## config.mk

```make
export PLATFORM = sky130hd
export DESIGN_NAME = uart_tx_en_flat
export DESIGN_NICKNAME = d
export VERILOG_FILES = /design/src/rtl/uart_pkg.sv /design/src/rtl/uart_tx_en_if.sv /design/src/rtl/uart_bit_timer.sv /design/src/rtl/uart_tx_en.sv /design/src/flat_wrapper.sv
export SDC_FILE = /design/constraint.sdc
export NUM_CORES = 1
export LEC_CHECK = 0
export BUFFER_PORTS_ARGS = -buffer_cell sky130_fd_sc_hd__clkbuf_2
export CAP_MARGIN = 20
export CORE_ASPECT_RATIO = 0.75
export CORE_MARGIN = 3
export CORE_UTILIZATION = 60
export CTS_BUF_LIST = sky130_fd_sc_hd__clkbuf_8
export DETAILED_ROUTE_END_ITERATION = 10
export GPL_ROUTABILITY_DRIVEN = 0
export GPL_TIMING_DRIVEN = 0
export MAX_ROUTING_LAYER = met4
export PLACE_DENSITY = 0.83
export SYNTH_ARGS = -nofsm -noshare
export SYNTH_HDL_FRONTEND = slang
export SYNTH_SLANG_ARGS = --single-unit
```

## constraint.sdc

```tcl
create_clock -name clk -period 5 [get_ports clk]
set_clock_uncertainty 0.1 [all_clocks]
set_input_delay 1 -clock clk [delete_from_list [all_inputs] [get_ports clk]]
set_output_delay 1 -clock clk [all_outputs]
set_load 0.03 [all_outputs]
```

## src/rtl/uart_pkg.sv

```systemverilog
// Shared UART types, constants and helpers used by the TX path and bit timer.
// Define UART_TX_PARITY_EN to add the even-parity state to the TX state type.
package uart_pkg;

    localparam int   UART_DATA_BITS  = 8;
    localparam logic UART_IDLE_LEVEL = 1'b1;

    typedef enum logic [2:0] {
        IDLE,
        START,
        DATA,
`ifdef UART_TX_PARITY_EN
        PARITY,
`endif
        STOP
    } txState_t;

    // Never narrower than one bit, even for the minimum oversample ratio.
    function automatic int sampleCountWidth(input int oversample);
        return (oversample <= 2) ? 1 : $clog2(oversample);
    endfunction

endpackage

```

## src/rtl/uart_tx_en_if.sv

```systemverilog
// Byte handshake between the bus-side TX holding logic (master) and the transmitter (slave).
interface uart_tx_en_if;
    logic [7:0] data;
    logic       valid;
    logic       ready;

    modport master (output data, output valid, input ready);
    modport slave  (input data, input valid, output ready);
endinterface

```

## src/rtl/uart_bit_timer.sv

```systemverilog
// Oversample down-counter: counts en ticks, flags the last tick of each bit period.
// Latency: advance is combinational; reloads on request or automatically after advance.
// Backpressure: none; the counter simply holds while en is low.
module uart_bit_timer
    import uart_pkg::*;
#(
    parameter int Oversample = 16
) (
    input  logic clk,
    input  logic nReset,
    input  logic en,
    input  logic reload,
    output logic advance
);

    localparam int CW = sampleCountWidth(Oversample);
    localparam logic [CW-1:0] COUNT_TOP = CW'(Oversample - 1);

    logic [CW-1:0] sampleCount;

    assign advance = en && (sampleCount == '0);

    // Reloading on advance keeps every bit exactly Oversample ticks for any ratio.
    always_ff @(posedge clk or negedge nReset) begin
        if (!nReset) begin
            sampleCount <= COUNT_TOP;
        end else if (reload || advance) begin
            sampleCount <= COUNT_TOP;
        end else if (en) begin
            sampleCount <= sampleCount - 1'b1;
        end
    end

endmodule

```

## src/rtl/uart_tx_en.sv

```systemverilog
// 8N1 UART transmitter paced by a shared oversample en strobe (even parity with UART_TX_PARITY_EN).
// Latency: start bit on the cycle after handshake; each bit lasts Oversample en ticks.
// Backpressure: ready only in IDLE or on the final stop tick, so frames chain with no gap.
module uart_tx_en
    import uart_pkg::*;
#(
    parameter int Oversample = 16
) (
    input  logic            clk,
    input  logic            nReset,
    input  logic            en,
    uart_tx_en_if.slave     tx,
    output logic            out,
    output logic            busy,
    output logic            done
);

    txState_t   curState, nextState;
    logic [7:0] shiftReg, nextShift;
    logic [3:0] bitCount;
    logic       advance;
    logic       accept;
    logic       nextOut;
`ifdef UART_TX_PARITY_EN
    logic       parityBit;
`endif

    uart_bit_timer #(.Oversample(Oversample)) bitTimer (
        .clk     (clk),
        .nReset  (nReset),
        .en      (en),
        .reload  (accept),
        .advance (advance)
    );

    assign tx.ready = (curState == IDLE) || (curState == STOP && advance);
    assign accept   = tx.valid && tx.ready;
    assign done     = (curState == STOP) && advance;
    assign busy     = (curState != IDLE);

    always_comb begin
        nextState = curState;
        nextShift = shiftReg;
        nextOut   = UART_IDLE_LEVEL;
        case (curState)
            IDLE:  if (accept) nextState = START;
            START: if (advance) nextState = DATA;
            DATA: begin
                if (advance) begin
                    nextShift = shiftReg >> 1;
                    if (bitCount == 4'd1) begin
`ifdef UART_TX_PARITY_EN
                        nextState = PARITY;
`else
                        nextState = STOP;
`endif
                    end
                end
            end
`ifdef UART_TX_PARITY_EN
            PARITY: if (advance) nextState = STOP;
`endif
            STOP:  if (advance) nextState = tx.valid ? START : IDLE;
            default: nextState = IDLE;
        endcase
        if (accept) nextShift = tx.data;

        // Line level is registered from the next state so out lines up with curState.
        case (nextState)
            START:   nextOut = 1'b0;
            DATA:    nextOut = nextShift[0];
`ifdef UART_TX_PARITY_EN
            PARITY:  nextOut = parityBit;
`endif
            default: nextOut = UART_IDLE_LEVEL;
        endcase
    end

    always_ff @(posedge clk or negedge nReset) begin
        if (!nReset) begin
            curState <= IDLE;
            shiftReg <= '0;
            bitCount <= 4'(UART_DATA_BITS);
            out      <= UART_IDLE_LEVEL;
        end else begin
            curState <= nextState;
            shiftReg <= nextShift;
            out      <= nextOut;
            if (curState == IDLE || curState == START) begin
                bitCount <= 4'(UART_DATA_BITS);
            end else if (curState == DATA && advance) begin
                bitCount <= bitCount - 4'd1;
            end
        end
    end

`ifdef UART_TX_PARITY_EN
    always_ff @(posedge clk or negedge nReset) begin
        if (!nReset) begin
            parityBit <= 1'b0;
        end else if (accept) begin
            parityBit <= ^tx.data;
        end
    end
`endif

endmodule
```

## src/flat_wrapper.sv

```systemverilog
// flat-port wrapper written by rule: the top's interface ports become plain ports
module uart_tx_en_flat import uart_pkg::*;
#(
    parameter int Oversample = 16
)
  (clk, nReset, en, out, busy, done, tx_data, tx_valid, tx_ready);
  uart_tx_en_if tx_i ();
  input  logic clk;
  input  logic nReset;
  input  logic en;
  output logic out;
  output logic busy;
  output logic done;
  input wire logic [$bits(tx_i.data)-1:0] tx_data;
  input wire logic [$bits(tx_i.valid)-1:0] tx_valid;
  output wire logic [$bits(tx_i.ready)-1:0] tx_ready;
  assign tx_i.data = tx_data;
  assign tx_i.valid = tx_valid;
  assign tx_ready = tx_i.ready;
  uart_tx_en #(.Oversample(Oversample)) u_core (.clk(clk), .nReset(nReset), .en(en), .tx(tx_i), .out(out), .busy(busy), .done(done));
endmodule
```

==> qor.yml <==
outcome:
  status: "finished clean"
cts:
  htreeDepth: 1
  cts-root-buf: "clkbuf_8"
  cts_sinks: 20
  cts_hold_buf: 0
  post_cts_resized: 0
  postCtsSetupBuffers: 0
  cts_tree: "done"
  clockBufferDepth: 2
  clk_pin_slew_ns: 0.07
  cts-buffers-inserted: 3
  clk_latency_ns: 0.26
cells_and_area:
  final_common_cell: "clkbuf_2"
  antenna_cells: 0
  nets: 143
  nFillCells: 108
  syn_to_final_growth_pct: 13.9
  drive_gt1_share_pct: 27.8
  final_cell_mix: "15 x clkbuf_2, 14 x dfrtp_1, 11 x nand2_1"
die:
  die_y_um: 43.5
  die_w_um: 56.0
  start_util_pct: 69.3
  rows: 12
  ioPinCount: 16
  core_um2: 1620
  die_area_um2: 2430
power:
  p_per_area_nw_per_um2: 329
  leakage_uw: 0.000583
  ir_drop_v: 0.000282
global_route:
  first_global_vias: 812
  grt_remaining_overflow: 0
  antenna_found_initial: 0
  grt_max_degree: 21
  grt_pass1_wl_um: 3770
  grtUsageTotal_pct: 20.6
routing:
  vias_per_cell: 5.90
  drc: 0
  wl_per_cell_um: 14.9
  drt_first_iter_violations: 42
  wirelength_um: 2190
  antenna_left: 0
  vias: 867
  dr.pass1.iters: 4
logic_synthesis:
  ys_top_cells_by_area: "dfrtp_1 31%, dfstp_2 14%, ha_1 4.5%"
  postSynthAreaPerCell_um2: 10.5
  async_flop_share_pct: 100
  synth_edf_count: 0
  synth-seq-area-share_pct: 45.2
  synth-seq-cells: 20
  yosys_warnings: 0
  syn_inst: 107
  synth_top_area_share_pct: 31.2
  syn_nets: 123
  synth_top_area_cell: "dfrtp_1"
  synth_area_um2: 1120
  synthFlopType: "dfrtp_1"
  yosysUniqueCellTypes: 38
worst_setup_path:
  rr_worst_depth: 7
  rrSetupSlack_ns: 3.09
  critPathLaunchType: "primary input"
  worstPathRequired_ns: 3.90
  r2r-end: "u_core.shiftReg[4]$_DFFE_PN0P_"
  crit_type: "primary input to output port"
  rr_startpoint: "u_core.bitTimer.sampleCount[0]$_DFFE_PN1P_"
  crit_path_end_kind: "output port"
  critPathMaxFanout: 7
  crit_arrival_ns: 2.10
sta:
  finalCriticalPeriod_ns: 3.20
  hold_slack_ns: 0.381
  max_freq_ghz: 0.313
  setup-violations-final: 0
  hold_viol: 0
  slew_violations: 0
  rsz0062_at_grt: "false"
  worst_slack_ns: 1.80
  fin_crit_sh_pct: 64.0
  tns_ns: 0
place:
  portBuffers: 15
  dp_hpwl_um: 1640
  place_ws_ns: 1.82
worst_hold_path:
  min_to: "u_core.shiftReg[4]$_DFFE_PN0P_"
  hold_start: "u_core.shiftReg[4]$_DFFE_PN0P_"
  whs_path_depth: 1
  hp-class: "flip-flop to flip-flop"
job:
  maxCapViolations: 0
## metal layers
metal / track usage (%) / wire length [um]
met5: - / 0
met4: 5.69 / 34
met2: 28.9 / 1000
met3: 7.74 / 156
met1: 28.0 / 1000
## power by group
part / internal (uW) / switching (uW) / total (uW)
clock network: 70.0 / 51.1 / 121
registers: 196 / 20.2 / 217
logic: 39.8 / 43.7 / 83.5
## synthesized netlist by cell type (all sizes together) (2+ instances only)
cell type,number
dfrtp,14
nand2,11
a22oi,2
dfstp,6
a21o,5
inv,6
xnor2,3
nand2b,3
o31ai,2
mux2i,3
a22o,5
o21ai,9
nor3,3
nor2,5
or3,2
xor2,3
ha,4
nand3,2
a21oi,2
buf,4
nor4b,2
## worst max-delay path by stage
| stage | to | slack, ns | startpoint |
|---|---|---|---|
| global route | tx_ready | 1.70 | en |
| finish | tx_ready | 1.80 | en |
| floorplan | done | 1.68 | en |
| detailed placement | tx_ready | 1.82 | en |
| global placement | tx_ready | 1.89 | en |
| CTS | tx_ready | 1.79 | en |
## cell families (layout without fill, tap and decap cells)
family                     after synthesis  after routing  synth area share (%)
muxes                                    3              3                  2.67
xor gates and xnor gates                 6              6                  4.68
buffers and inverters                   11             30                  4.90
and+or+nand+nor                         33             33                  19.0
AOI/OAI and AO/OA                       29             29                  18.7
DFF                                     20             20                  45.2
adders and majority gates                4              4                  4.45
other                                    1              1                 0.334
## critical path, cell delays in order
cell and delay, ns:
clkbuf_2 0.18, and4bb_4 0.31, nand2_1 0.12, o31ai_1 0.23
clkbuf_2 0.25
## stage by stage
step / cell area [um2] / power, uW / instances / utilization [%]
floorplan: 1120 / 276 / 107 / -
global placement: 1220 / 295 / 143 / 75.5
detailed placement: 1220 / 303 / 143 / 75.5
CTS: 1280 / 425 / 147 / 78.9
global route: 1280 / 449 / 147 / 78.9
finish: 1280 / 421 / 147 / 78.9
## layout make-up
class | instances | area, um2 | share of cell area (%)
Sequential cell | 20 | 508 | 39.7
Timing Repair Buffer | 15 | 75.1 | 5.87
Tap cell | 21 | 26.3 | 2.05
Buffer | 5 | 32.5 | 2.54
Multi-Input combinational cell | 76 | 561 | 43.8
Clock buffer | 4 | 55.1 | 4.30
Inverter | 6 | 22.5 | 1.76
## state kept, by name, summed over array words and instances, names as in the netlist
signal	count
u_core.bitTimer.sampleCount	4
u_core.out	1
u_core.curState	3
u_core.shiftReg	8
u_core.bitCount	4
Note: power is estimated with default switching activity, not from simulation.
